`config.mk`:
```
export PLATFORM = sky130hd
export DESIGN_NAME = piso_serializer_flat
export DESIGN_NICKNAME = d
export VERILOG_FILES = /design/src/rtl/piso_pkg.sv /design/src/rtl/piso_serializer_if.sv /design/src/rtl/piso_serializer.sv /design/src/flat_wrapper.sv
export SDC_FILE = /design/constraint.sdc
export NUM_CORES = 1
export LEC_CHECK = 0
export ABC_CLOCK_PERIOD_IN_PS = 5100
export CAP_MARGIN = 20
export CORE_MARGIN = 3
export CORE_UTILIZATION = 56
export CTS_BUF_LIST = sky130_fd_sc_hd__clkbuf_2
export CTS_CLUSTER_DIAMETER = 30
export CTS_CLUSTER_SIZE = 12
export DETAILED_ROUTE_END_ITERATION = 6
export GPL_ROUTABILITY_DRIVEN = 0
export PLACE_DENSITY = 0.87
export SKIP_CTS_REPAIR_TIMING = 1
export SLEW_MARGIN = 20
export SYNTH_ARGS = -nofsm -noshare
export SYNTH_HDL_FRONTEND = slang
export SYNTH_SLANG_ARGS = --single-unit
export TNS_END_PERCENT = 5
```
`constraint.sdc`:
```
create_clock -name clk -period 5.1 [get_ports clk]
set_clock_uncertainty 0.05 [all_clocks]
set_input_delay 1.02 -clock clk [delete_from_list [all_inputs] [get_ports clk]]
set_output_delay 1.02 -clock clk [all_outputs]
set_load 0.05 [all_outputs]
```
`src/rtl/piso_pkg.sv`:
```
`default_nettype none
// ============================================================================
// Module      : piso_pkg
// Description : Shared state encoding and default width for piso_serializer.
// Revision    : 1.0 - initial release
// ============================================================================
package piso_pkg;

  typedef enum logic [1:0] {
    IDLE   = 2'd0,
    SHIFT  = 2'd1,
    PARITY = 2'd2
  } piso_state_t;

  localparam int PISO_DEFAULT_WIDTH = 16;

endpackage : piso_pkg
`default_nettype wire

```
`src/rtl/piso_serializer_if.sv`:
```
`default_nettype none
// ============================================================================
// Module      : piso_serializer_if
// Description : Load handshake plus serial stream bundle for piso_serializer.
// Revision    : 1.0 - initial release
// ============================================================================
interface piso_serializer_if
  import piso_pkg::*;
#(
  parameter int WIDTH = PISO_DEFAULT_WIDTH
) ();

  logic [WIDTH-1:0] load_data;
  logic             load_valid;
  logic             load_ready;
  logic             serial_out;
  logic             serial_valid;
  logic             busy;
  logic             frame_done;

  modport master (
    output load_data, load_valid,
    input  load_ready, serial_out, serial_valid, busy, frame_done
  );

  modport slave (
    input  load_data, load_valid,
    output load_ready, serial_out, serial_valid, busy, frame_done
  );

endinterface : piso_serializer_if
`default_nettype wire

```
`src/rtl/piso_serializer.sv`:
```
`default_nettype none
// ============================================================================
// Module      : piso_serializer
// Description : MSB-first parallel-to-serial stage feeding moore_machine.
//               Define PISO_PARITY_EN to append an even-parity bit per frame.
// Revision    : 1.0 - initial release
// ============================================================================
module piso_serializer
  import piso_pkg::*;
#(
  parameter int WIDTH = PISO_DEFAULT_WIDTH
) (
  input  logic               clk,
  input  logic               rst_n,
  piso_serializer_if.slave   bus
);

  localparam int               CNT_W  = $clog2(WIDTH + 1);
  localparam logic [CNT_W-1:0] C_LAST = CNT_W'(WIDTH - 1);

  piso_state_t      state_q,   state_d;
  logic [WIDTH-1:0] shift_q,   shift_d;
  logic [CNT_W-1:0] bit_cnt_q, bit_cnt_d;
`ifdef PISO_PARITY_EN
  logic             parity_q,  parity_d;
`endif

  logic last_bit;
  logic accept;

  always_comb begin
    last_bit = (state_q == SHIFT) && (bit_cnt_q == '0);

`ifdef PISO_PARITY_EN
    bus.load_ready = rst_n && ((state_q == IDLE) || (state_q == PARITY));
`else
    bus.load_ready = rst_n && ((state_q == IDLE) || last_bit);
`endif
    accept = bus.load_valid && bus.load_ready;

    state_d   = state_q;
    shift_d   = shift_q;
    bit_cnt_d = bit_cnt_q;
`ifdef PISO_PARITY_EN
    parity_d  = parity_q;
`endif

    case (state_q)
      IDLE: ;
      SHIFT: begin
        shift_d = {shift_q[WIDTH-2:0], 1'b0};
        if (bit_cnt_q != '0) begin
          bit_cnt_d = bit_cnt_q - CNT_W'(1);
        end else begin
`ifdef PISO_PARITY_EN
          state_d = PARITY;
`else
          state_d = IDLE;
`endif
        end
      end
`ifdef PISO_PARITY_EN
      PARITY: state_d = IDLE;
`endif
      default: state_d = IDLE;
    endcase

    // A new word overrides the end-of-frame return to IDLE for zero-bubble chaining.
    if (accept) begin
      state_d   = SHIFT;
      shift_d   = bus.load_data;
      bit_cnt_d = C_LAST;
`ifdef PISO_PARITY_EN
      parity_d  = ^bus.load_data;
`endif
    end
  end

  always_comb begin
    bus.serial_out   = 1'b0;
    bus.serial_valid = 1'b0;
    bus.busy         = 1'b0;
    bus.frame_done   = 1'b0;
    case (state_q)
      SHIFT: begin
        bus.serial_out   = shift_q[WIDTH-1];
        bus.serial_valid = 1'b1;
        bus.busy         = 1'b1;
`ifndef PISO_PARITY_EN
        bus.frame_done   = rst_n && last_bit;
`endif
      end
`ifdef PISO_PARITY_EN
      PARITY: begin
        bus.serial_out   = parity_q;
        bus.serial_valid = 1'b1;
        bus.busy         = 1'b1;
        bus.frame_done   = rst_n;
      end
`endif
      default: ;
    endcase
  end

  always_ff @(posedge clk) begin
    if (!rst_n) begin
      state_q   <= IDLE;
      shift_q   <= '0;
      bit_cnt_q <= '0;
`ifdef PISO_PARITY_EN
      parity_q  <= 1'b0;
`endif
    end else begin
      state_q   <= state_d;
      shift_q   <= shift_d;
      bit_cnt_q <= bit_cnt_d;
`ifdef PISO_PARITY_EN
      parity_q  <= parity_d;
`endif
    end
  end

`ifndef SYNTHESIS
  a_cnt_range : assert property (@(posedge clk) disable iff (!rst_n)
    (state_q == SHIFT) |-> (bit_cnt_q <= C_LAST));
`endif

endmodule : piso_serializer
`default_nettype wire

```
`src/flat_wrapper.sv`:
```
// flat-port wrapper written by rule: the top's interface ports become plain ports
module piso_serializer_flat import piso_pkg::*;
#(
  parameter int WIDTH = PISO_DEFAULT_WIDTH
)
  (clk, rst_n, bus_load_data, bus_load_valid, bus_load_ready, bus_serial_out, bus_serial_valid, bus_busy, bus_frame_done);
  piso_serializer_if #(.WIDTH(WIDTH)) bus_i ();
  input  logic clk;
  input  logic rst_n;
  input wire logic [$bits(bus_i.load_data)-1:0] bus_load_data;
  input wire logic [$bits(bus_i.load_valid)-1:0] bus_load_valid;
  output wire logic [$bits(bus_i.load_ready)-1:0] bus_load_ready;
  output wire logic [$bits(bus_i.serial_out)-1:0] bus_serial_out;
  output wire logic [$bits(bus_i.serial_valid)-1:0] bus_serial_valid;
  output wire logic [$bits(bus_i.busy)-1:0] bus_busy;
  output wire logic [$bits(bus_i.frame_done)-1:0] bus_frame_done;
  assign bus_i.load_data = bus_load_data;
  assign bus_i.load_valid = bus_load_valid;
  assign bus_load_ready = bus_i.load_ready;
  assign bus_serial_out = bus_i.serial_out;
  assign bus_serial_valid = bus_i.serial_valid;
  assign bus_busy = bus_i.busy;
  assign bus_frame_done = bus_i.frame_done;
  piso_serializer #(.WIDTH(WIDTH)) u_core (.clk(clk), .rst_n(rst_n), .bus(bus_i));
endmodule
```
* After elaboration in Yosys (flattened, before gate mapping)
Index checks and enable logic that the tools add are counted.
** Word-level totals
- Register bits after elaboration :: 23
- Input bits :: 19
- Logic and storage cells :: 38
** Cells by class
- Add/sub/neg operators :: 1
- Equal/unequal tests :: 4
- Multiplexer cells :: 11
- Bitwise logic cells :: 2
- Reduce and logical (&&, ||, !) cells :: 15
** Operator list (number)
- 2-to-1 mux 16 bit :: 2
- 2-to-1 mux 4 bit :: 3
- AND reduction 2 bit :: 4
- logical NOT 5 bit :: 1
- nonzero test 5 bit :: 1
- subtractor 5 x 1 -> 5 bit, second input constant :: 1
- logical AND 1 bit :: 4
- 2-to-1 mux 1 bit :: 4
- one-hot mux 2 bit (2 select lines) :: 1
- nonzero test 2 bit :: 2
- != test 3 x 2 -> 1 bit, second input constant :: 1
- == test 2 x 1 -> 1 bit, second input constant :: 1
- logical NOT 2 bit :: 1
- 2-to-1 mux 2 bit :: 1
- != test 2 x 1 -> 1 bit, second input constant :: 1
- != test 2 bit, second input constant :: 1
- NOT 1 bit :: 2
- OR reduction 2 bit :: 1
- logical OR 1 bit :: 1

* Logic depth before layout (Yosys ltp)
- Depth after elaboration :: 7
- Gate-level depth with buffers :: 7

* Worst setup path after synthesis
No wires, ideal clock.
- Kind :: in2out
- From :: input rst_n
- To :: output bus_frame_done
- Data arrival time :: 2.664 ns
- Required time :: 4.030 ns
- Path slack :: 1.366 ns
- Stages on the path :: 4
- Path buffers :: 2
- Path through :: clkbuf_1 clkbuf_1 nand2_1 nor3_1
** On the way
- Word-level cells in the longest chain between the ends :: 2
** Ends and longest elaborated chain
- start, declared :: line flat_wrapper.sv:9 : input logic rst_n;
- logical AND 1 bit :: line piso_serializer.sv:90 : bus.frame_done = rst_n && last_bit;
- 2-to-1 mux 1 bit :: line piso_serializer.sv:84 : case (state_q)
- end, declared :: line flat_wrapper.sv:16 : output wire logic [$bits(bus_i.frame_done)-1:0] bus_frame_done;
Every way passes these cells.

* Final worst setup path
- From :: register u_core.bit_cnt_q[0]
- To :: output bus_load_ready
** On the way
- Word-level cells in the longest chain between the ends :: 4
** Ends and longest elaborated chain
- start, declared :: line piso_serializer.sv:23 : logic [CNT_W-1:0] bit_cnt_q, bit_cnt_d;
- start signal, assigned :: line piso_serializer.sv:116 : bit_cnt_q <= bit_cnt_d;
- logical NOT 5 bit :: line piso_serializer.sv:32 : last_bit = (state_q == SHIFT) && (bit_cnt_q == '0);
- logical AND 1 bit :: line piso_serializer.sv:32
- logical OR 1 bit :: line piso_serializer.sv:37 : bus.load_ready = rst_n && ((state_q == IDLE) || last_bit);
- logical AND 1 bit :: line piso_serializer.sv:37
- end, declared :: line flat_wrapper.sv:12 : output wire logic [$bits(bus_i.load_ready)-1:0] bus_load_ready;
Every way passes these cells.

==> flow_summary.ini <==
[yosys]
async_flop_share_pct = 0
ys_types = 31
postSynthAreaPerCell_um2 = 9.29
synth_compound_area_share_pct = 6.79
synthMostInstantiatedCell = nand2_1
ys_ff_latch = 22
synth_nets = 145
synth_area_leader_cell = dfxtp_1
synth_edf_count = 0
synthSimpleGateAreaFrac_pct = 18.9
yosysSeqAreaShare_pct = 37.9
synthTopCellsByCount = 32 x nand2_1, 22 x dfxtp_1, 15 x mux2_2, 15 x mux2i_1, 5 x clkbuf_1
muxShareOfSynthArea_pct = 27.5
ys.flop_type = dfxtp_1
synth_top_family_by_area = multiplexers
synth_cells = 125
synth_area_leaders = dfxtp_1 38%, mux2_2 15%, mux2i_1 13%
synth_xor_area_share_pct = 0.754
yosysWarnings = 0
synth_top_area_share_pct = 37.9
yosys.area_share.adder_pct = 1.08
synth.cell_area_mm2 = 0.00116

[timing]
min_period_over_period_pct = 73.3
min_period_ps = 3740
rsz0062_at_grt = false
setup_violations = 0
maxSlewViolCount = 0
fmax_mhz = 268
finalHoldViolations = 0
slew_headroom_pct = 26.1
finalSetupTns_ps = 0
tightest_slew_ps = 1100

[floorplan]
rows = 15
die_y_um = 51.5
die_x_um = 51.5
core_area_mm2 = 0.00184
start_util_pct = 63.1
io_pins = 24
dieArea_mm2 = 0.00266

[clock_tree]
clkLatencyLatePin_ps = 330
cts_sinks = 22
cts_tree = yes
clk_path_buf_depth = 2
htreeDepth = 1
cts_buffers = 3
cts-root-buf = clkbuf_2
clkTransAtPathRegs_ps = 210

[outcome]
status = completed

[grt]
first_global_vias = 911
grt_max_degree = 33
grt_overflow = 0
grt_antenna_before_repair = 0
grt_first_pass_wirelength_um = 4070
track_usage_pct = 20.0

[placed_design]
hpwlAfterDp_um = 1570
portBuffers = 23

[route]
drt_wl_total_um = 2190
wl_per_cell_um = 13.1
via_per_inst = 5.35
drtIter0Drc = 10
antenna_left = 0
dr.pass1.iters = 4
remaining_drc_errors = 0
vias = 893

[setup_path]
critPathMaxFanout = 6
worstPathRequired_ps = 4030
critPathArrivalTime_ps = 2670
start_kind = register
r2r-start = u_core.bit_cnt_q[0]
cp-startpoint = u_core.bit_cnt_q[0]
worstSetupPathType = register to output pin
critPathCaptureType = output pin

[pwr]
powerDensity_mw_per_mm2 = 296
p_leak_nw = 0.581
power.total_mw = 0.416
vdd_ir_drop_max_mv = 0.213

[final_layout]
fin_nets = 163
drive_above_1_share_pct = 17.6
area_growth_pct = 21.0
diodes = 0

[worst_hold_path]
hp-class = register to register
hp-start = u_core.bit_cnt_q[4]

[job]
maxCapViolCount = 0
==> layer usage <==
metal	up-vias	global-route usage [%]	wire length, µm	share of wire, %
li1	460	-	-	-
met1	405	26.7	1070	49
met2	23	31.4	959	44
met3	5	3.72	122	5.6
met4	0	9.17	38	1.7
met5	-	0	0	0
==> kinds of logic (layout without fill, tap and decap cells) <==
logic type / Yosys count / in the layout
buffers and inverters: 14 / 31
muxes: 30 / 30
DFF: 22 / 22
adders and majority gates: 1 / 1
xor gates and xnor gates: 1 / 1
AOI/OAI and AO/OA: 10 / 10
and+or+nand+nor: 47 / 47
==> flip-flops by register name, indices dropped and copies added, names as in the netlist <==
register	cells
u_core.state_q	1
u_core.shift_q	16
u_core.bit_cnt_q	5
==> layout make-up <==
type	instances	area, µm²
Sequential cell	22	442
Multi-Input combinational cell	89	638
Timing Repair Buffer	24	238
Clock buffer	3	15.0
Fill cell	151	434
Inverter	3	11.3
Tap cell	25	31.3
Clock inverter	1	30.0
==> stage by stage <==
step                utilization (%)  hold WS (ps)  setup slack, ps  instance area (µm²)  instances
CTS                            76.3           437             1340                 1400        167
finish                         76.4           440             1360                 1410        167
global placement               73.9           403             1380                 1360        163
global route                   76.4           476             1200                 1410        167
detailed placement             73.9           411             1370                 1360        163
floorplan                         -           379             1370                 1160        125
==> cell usage in the layout, fill, tap and decap left out, drive strengths merged, types with 2 or more instances in the layout <==
cell type	n
a211oi	3
a21oi	2
and2	2
clkbuf	3
clkdlybuf4s50	23
dfxtp	22
inv	3
mux2	15
mux2i	15
nand2	32
nor2	3
nor3	2
==> report_power, final <==
group / switching, mW / internal [mW]
Sequential: 0.0153 / 0.187
Combinational: 0.0409 / 0.0508
Clock: 0.0541 / 0.0676
Total: 0.110 / 0.306
==> critical path, cell delays in order (launching register included) <==
cell	delay (ps)
dfxtp_1	400
inv_1	70
ha_1	200
or4b_4	530
and2_1	230
nor2_1	100
clkdlybuf4s50_1	800
==> path summary, 6_finish.rpt <==
check,endpoint,slack (ps),depth (start not counted)
max,bus_load_ready,1360,6
min,u_core.bit_cnt_q[4],440,2
max reg2reg,u_core.shift_q[10],2640,5
min reg2reg,u_core.bit_cnt_q[4],440,2
(Power assumes the default switching activity.)
